### config.mk
export PLATFORM = sky130hd
export DESIGN_NAME = uart_rgb_pwm_ctrl
export DESIGN_NICKNAME = d
export VERILOG_FILES = /design/src/rtl/uart_rgb_pwm_ctrl.sv
export SDC_FILE = /design/constraint.sdc
export NUM_CORES = 1
export LEC_CHECK = 0
export CAP_MARGIN = 15
export CORE_MARGIN = 1
export CORE_UTILIZATION = 35
export CTS_CLUSTER_SIZE = 28
export DETAILED_ROUTE_END_ITERATION = 12
export GPL_TIMING_DRIVEN = 0
export PLACE_DENSITY = 0.58
export SLEW_MARGIN = 15
export SYNTH_ARGS = -nofsm -noshare
export SYNTH_HDL_FRONTEND = slang
export SYNTH_SLANG_ARGS = --single-unit
### constraint.sdc
create_clock -name clk -period 2.7 [get_ports clk]
set_clock_uncertainty 0.15 [all_clocks]
set_input_delay 0.405 -clock clk [delete_from_list [all_inputs] [get_ports clk]]
set_output_delay 0.405 -clock clk [all_outputs]
set_load 0.01 [all_outputs]
### src/rtl/uart_rgb_pwm_ctrl.sv
// rtl/uart_rgb_pwm_ctrl.sv - UART command decoder driving RGB PWM duty, blink mode and ACK/NAK replies
module uart_rgb_pwm_ctrl #(
  parameter int         PWM_W    = 8,
  parameter int         BLINK_W  = 22,
  parameter logic [7:0] ACK_CHAR = 8'h21,
  parameter logic [7:0] NAK_CHAR = 8'h3F
) (
  input  logic        clk,
  input  logic        reset,
  output logic        reg_dat_re,
  input  logic [31:0] reg_dat_do,
  output logic        reg_dat_we,
  output logic [31:0] reg_dat_di,
  input  logic        reg_dat_wait,
  output logic        pwm_red,
  output logic        pwm_green,
  output logic        pwm_blue,
  output logic        blink_en
);

  typedef enum logic [1:0] {IDLE, HEX_HI, HEX_LO, REPLY} state_t;

  state_t             state_q, state_d;
  logic [1:0]         sel_q, sel_d;
  logic [3:0]         hi_q, hi_d;
  logic [PWM_W-1:0]   duty_r_q, duty_r_d;
  logic [PWM_W-1:0]   duty_g_q, duty_g_d;
  logic [PWM_W-1:0]   duty_b_q, duty_b_d;
  logic               blink_en_q, blink_en_d;
  logic [PWM_W-1:0]   pwm_cnt_q, pwm_cnt_d;
  logic [BLINK_W-1:0] blink_cnt_q, blink_cnt_d;
  logic               we_q, we_d;
  logic [7:0]         di_q, di_d;
  logic [2:0]         pwm_q, pwm_d;

  logic [7:0]         byte_in;
  logic               consume;
  logic               hex_ok;
  logic [3:0]         hex_nib;
  logic [7:0]         hex_val;
  logic               send_reply;
  logic [7:0]         reply_char;
  logic               blank;

  assign byte_in    = reg_dat_do[7:0];
  assign reg_dat_re = (state_q != REPLY);
  assign consume    = reg_dat_re && (reg_dat_do != 32'hFFFF_FFFF);
  assign hex_val    = {hi_q, hex_nib};
  assign reg_dat_we = we_q;
  assign reg_dat_di = {24'h0, di_q};
  assign pwm_red    = pwm_q[0];
  assign pwm_green  = pwm_q[1];
  assign pwm_blue   = pwm_q[2];
  assign blink_en   = blink_en_q;

  always_comb begin
    hex_ok  = 1'b1;
    hex_nib = 4'h0;
    if (byte_in >= "0" && byte_in <= "9") begin
      hex_nib = byte_in[3:0];
    end else if ((byte_in >= "A" && byte_in <= "F") || (byte_in >= "a" && byte_in <= "f")) begin
      hex_nib = byte_in[3:0] + 4'd9;
    end else begin
      hex_ok = 1'b0;
    end
  end

  always_comb begin
    state_d     = state_q;
    sel_d       = sel_q;
    hi_d        = hi_q;
    duty_r_d    = duty_r_q;
    duty_g_d    = duty_g_q;
    duty_b_d    = duty_b_q;
    blink_en_d  = blink_en_q;
    we_d        = we_q;
    di_d        = di_q;
    send_reply  = 1'b0;
    reply_char  = NAK_CHAR;
    pwm_cnt_d   = pwm_cnt_q + 1'b1;
    blink_cnt_d = blink_cnt_q + 1'b1;

    if (consume) begin
      case (state_q)
        IDLE: begin
          send_reply = 1'b1;
          reply_char = ACK_CHAR;
          case (byte_in)
            "0": begin duty_r_d = '0; duty_g_d = '0; duty_b_d = '0; end
            "1": begin duty_r_d = '1; duty_g_d = '0; duty_b_d = '0; end
            "2": begin duty_r_d = '1; duty_g_d = '1; duty_b_d = '0; end
            "3": begin duty_r_d = '0; duty_g_d = '1; duty_b_d = '0; end
            "4": begin duty_r_d = '1; duty_g_d = '1; duty_b_d = '1; end
            "5": begin duty_r_d = '0; duty_g_d = '0; duty_b_d = '1; end
            "R": begin sel_d = 2'd0; state_d = HEX_HI; send_reply = 1'b0; end
            "G": begin sel_d = 2'd1; state_d = HEX_HI; send_reply = 1'b0; end
            "B": begin sel_d = 2'd2; state_d = HEX_HI; send_reply = 1'b0; end
            "K": blink_en_d = ~blink_en_q;
            default: reply_char = NAK_CHAR;
          endcase
        end
        HEX_HI: begin
          if (hex_ok) begin
            hi_d    = hex_nib;
            state_d = HEX_LO;
          end else begin
            send_reply = 1'b1;
          end
        end
        HEX_LO: begin
          send_reply = 1'b1;
          if (hex_ok) begin
            reply_char = ACK_CHAR;
            // Narrow PWM keeps the most significant bits of the hex byte.
            case (sel_q)
              2'd0:    duty_r_d = hex_val[7 -: PWM_W];
              2'd1:    duty_g_d = hex_val[7 -: PWM_W];
              default: duty_b_d = hex_val[7 -: PWM_W];
            endcase
          end
        end
        default: ;
      endcase
    end

    if (send_reply) begin
      state_d = REPLY;
      we_d    = 1'b1;
      di_d    = reply_char;
    end

    if (state_q == REPLY && we_q && !reg_dat_wait) begin
      we_d    = 1'b0;
      state_d = IDLE;
    end

    blank    = blink_en_q & blink_cnt_q[BLINK_W-1];
    pwm_d[0] = (duty_r_q > pwm_cnt_q) & ~blank;
    pwm_d[1] = (duty_g_q > pwm_cnt_q) & ~blank;
    pwm_d[2] = (duty_b_q > pwm_cnt_q) & ~blank;
  end

  always_ff @(posedge clk) begin
    if (reset) begin
      state_q     <= IDLE;
      sel_q       <= 2'd0;
      hi_q        <= 4'h0;
      duty_r_q    <= '1;
      duty_g_q    <= '1;
      duty_b_q    <= '1;
      blink_en_q  <= 1'b0;
      pwm_cnt_q   <= '0;
      blink_cnt_q <= '0;
      we_q        <= 1'b0;
      di_q        <= 8'h0;
      pwm_q       <= 3'b000;
    end else begin
      state_q     <= state_d;
      sel_q       <= sel_d;
      hi_q        <= hi_d;
      duty_r_q    <= duty_r_d;
      duty_g_q    <= duty_g_d;
      duty_b_q    <= duty_b_d;
      blink_en_q  <= blink_en_d;
      pwm_cnt_q   <= pwm_cnt_d;
      blink_cnt_q <= blink_cnt_d;
      we_q        <= we_d;
      di_q        <= di_d;
      pwm_q       <= pwm_d;
    end
  end

endmodule

==> implementation parameters <==
Parameter                              Value

Run status
  Run status    finished, violations left
  Failing checks    design-rule violations

CTS
  Root buffer cell    clkbuf_16
  Hold buffers post-CTS    0
  Clock-pin slew of the registers on the worst-case setup and hold paths    about 60 ps
  Total clock sinks    69
  Number of levels in the clock H-tree    3
  CTS tree    yes
  Maximum clock path buffer count    2
  Number of buffers created by CTS    9
  Clock latency reported for the late side of the worst-skew pair    between 300 and 400 ps
  Number of setup buffers added after CTS    0

Critical path
  Worst-path maximum fanout    8
  Crit Path Class    input port to flop
  Arrival time worst endpoint    2720 ps
  CP required    2810 ps
  CP max stage delay    630 ps
  Number of buffers and inverters on the critical path    2
  Cells traversed along the worst timing path    clkdlybuf4s50_1, inv_2, ha_1, o21ba_2, o311ai_1, nand2_1, o31a_1, a211oi_2
  Cell at the slowest stage of the critical path    clkdlybuf4s50_1
  Crit path max-delay family    compound AO/OA/AOI/OAI gates
  Critical Path Start Type    input port
  Worst setup EP type    flop
  Reg2Reg Setup Slack    540 ps

Pwr
  Leakage power    0.00222 uW
  Power, Total    2800 uW
  Maximum vdd ir drop    0.283 mV
  Power density cells    around 530 mW/mm^2

Floorplan
  Number of placed I/O pins    73
  Width of the die    111 um
  Die area    0.0124 mm^2
  Die height    111 um
  Placeable core region    0.0115 mm^2
  Number of placement rows    39
  Starting utilization of the core area    0.364

Place
  Placed instance count    just under 700
  RD Place Congestion    around 0.89
  Number of buffers added on ports    45
  Post-detailed-placement half-perimeter wirelength    a little over 7000 um
  Dpl cell area    0.00491 mm^2

Logic synthesis
  Xor-xnor portion of the synthesized cell area    0.0460
  Post-synthesis sequential area ratio    0.330
  Most used flip-flop cell after synthesis    dfxtp_1
  Compound-gate portion of the synthesized area    0.135
  Avg Synthesized Cell Area    8.81 um^2
  Simple-gate share of the synthesized area    0.243
  Synthesized flop and latch total    a little under 70
  Top cell type's share of synthesized area    0.330
  Synth top area cells    dfxtp_1 (33%), ha_1 (9.3%), nor2_1 (6.4%), mux2i_1 (6.2%), buf_4 (5.6%)
  Synthesized instance count    475
  Count of warnings emitted by yosys    0
  Number of enable flip-flop cells after synthesis    0
  Largest family of logic cells by synthesized area    simple AND/OR/NAND/NOR gates
  Combined area of all synthesized cells    0.00419 mm^2
  Adder-Cell Fraction of Synth Area    0.0926
  Yosys top cell by area    dfxtp_1
  Multiplexer share of the synthesized area    0.0622
  Cell variety after synth    60
  Share of synthesized flip-flops with an asynchronous set or reset    0

Cells and area
  Layout Nets    622
  Fraction of layout instances using a drive strength above 1    0.139
  Footprint of the multi-input gates    0.00254 mm^2
  Sequential standard cell area    0.00138 mm^2
  Number of diodes    0
  Layout Area Growth over Synthesis    25.8%
  Commonest non-fill, non-tap cells in the layout    nor2_1 (71), dfxtp_1 (69), clkdlybuf4s50_1 (44)
  Number of standard cells in the layout, taps in and fillers out    a little over 700
  Most common cell after layout, fill and taps aside    nor2_1
  Finished layout cell area    ~0.0053 mm^2
  Filler Cells Inserted    between 1,000 and 1,500

Detailed routing
  Drt initial violations    between 150 and 200
  Antenna-violating nets left    0
  Number of vias per cell    4.92
  Routed wire length    9470 um
  Drc violations    4
  Average wire per standard cell    between 10 and 15 um
  Total via count after detailed routing    3,462
  Detailed-router iteration count before antenna repair    8

Timing
  RSZ-0062 raised after global routing    false
  Post-layout min period    2610 ps
  Max frequency    about 0.38 GHz
  Count of endpoints failing hold in the final timing report    0
  Count of final max-slew check failures    0
  Slew at the pin closest to its max-slew limit    about 730 ps
  Final TNS setup    0 ps
  Max_slew headroom    0.514
  Fin crit share    0.967
  Setup Viol. Count Final    0

Run
  Max-cap violation count    0

GRT
  Antenna violations before repair    0
  Wire length of the first global-routing pass    16,100 um
  Largest net degree at the start of global routing    14
  Vias in the first global route    3,316
  Sum of overflow across all layers after global routing    0
  GRT Overall Usage    0.162

Min path
  Worst hold path class    input port to flop
-- path summary, 6_finish.rpt --
path	endpoint	startpoint	depth (start not counted)
worst max-delay path	di_q[4]	reg_dat_do[0]	8
worst min-delay path	blink_en	reg_dat_do[3]	4
worst min register to register	sel_q[0]	sel_q[0]	2
worst max register to register	duty_b_q[3]	state_q[1]	7
-- area by class of cell --
class / instances / area share
tap: 143 / 0.0340
timing repair buffer: 45 / 0.0860
sequential: 69 / 0.262
clock inverter: 6 / 0.0178
inverter: 23 / 0.0164
buffer: 44 / 0.0553
multi-input combinational: 364 / 0.483
clock buffer: 10 / 0.0454
-- layer usage --
metal  share of wire  up-vias  routed length [um]  track usage
met3           0.033        8                 311       0.0229
met5               0        -                   0            0
met4           0.011        0                 106       0.0568
met1            0.50     1583                4710        0.217
li1                -     1798                   -            -
met2            0.46       73                4350        0.266
-- sequential cells by signal (all words and copies together) (netlist names), 2 cells and up --
signal / count
blink_cnt_q: 22
di_q: 2
duty_b_q: 8
duty_g_q: 8
duty_r_q: 8
hi_q: 4
pwm_cnt_q: 8
pwm_q: 3
sel_q: 2
state_q: 2
-- what timing repair did --
action | in CTS | in global routing
hold endpoints to repair | 0 | 0
gates resized for setup | 0 | 7
setup endpoints to repair | 0 | 29
-- synthesized netlist by cell type (3+ instances only) --
cell type and n:
nor2_1 71, dfxtp_1 69, buf_4 31, ha_1 31
a21oi_1 26, mux2i_1 26, inv_1 23, nand4_1 17
xnor2_1 17, nand3_1 16, o21ai_0 15, nand2_1 11
clkbuf_1 9, nor2b_1 9, nor3_1 9, nand2b_1 8
or3_1 7, a21o_1 6, o21a_1 5, xor2_1 5
a31oi_1 4, and3_1 4, o221a_2 4, and4_1 3
nand4_4 3, nor3b_1 3, o211ai_1 3
-- metrics by stage --
step                      utilization  hold slack (ps)  worst slack, ps
after global routing            0.457              346             20.2
after detailed placement        0.426              304             -337
after global placement          0.426              301             -346
after floorplan                     -              280              530
after CTS                       0.455              324             1.25
final                           0.457              318             88.9
-- power breakdown --
part           total [uW]  internal (uW)  switching [uW]
sequential           1080           1060            24.7
clock                1310            840             474
combinational         401            202             199
total                2800           2100             698
-- cell families after synthesis --
| family | count (synthesis) |
|---|---|
| simple gates | 178 |
| compound gates | 81 |
| flops | 69 |
| buf+inv | 67 |
| fa+ha+maj | 31 |
| mux | 26 |
| xor+xnor | 22 |
| other cells | 1 |
-- worst min-delay path: cells and delay by family --
| family | cells | cell delay (ps) |
|---|---|---|
| buf+inv | 1 | 120 |
| simple gates | 2 | 170 |
| xor+xnor | 1 | 70 |
Power figures use the tool's default switching activity.
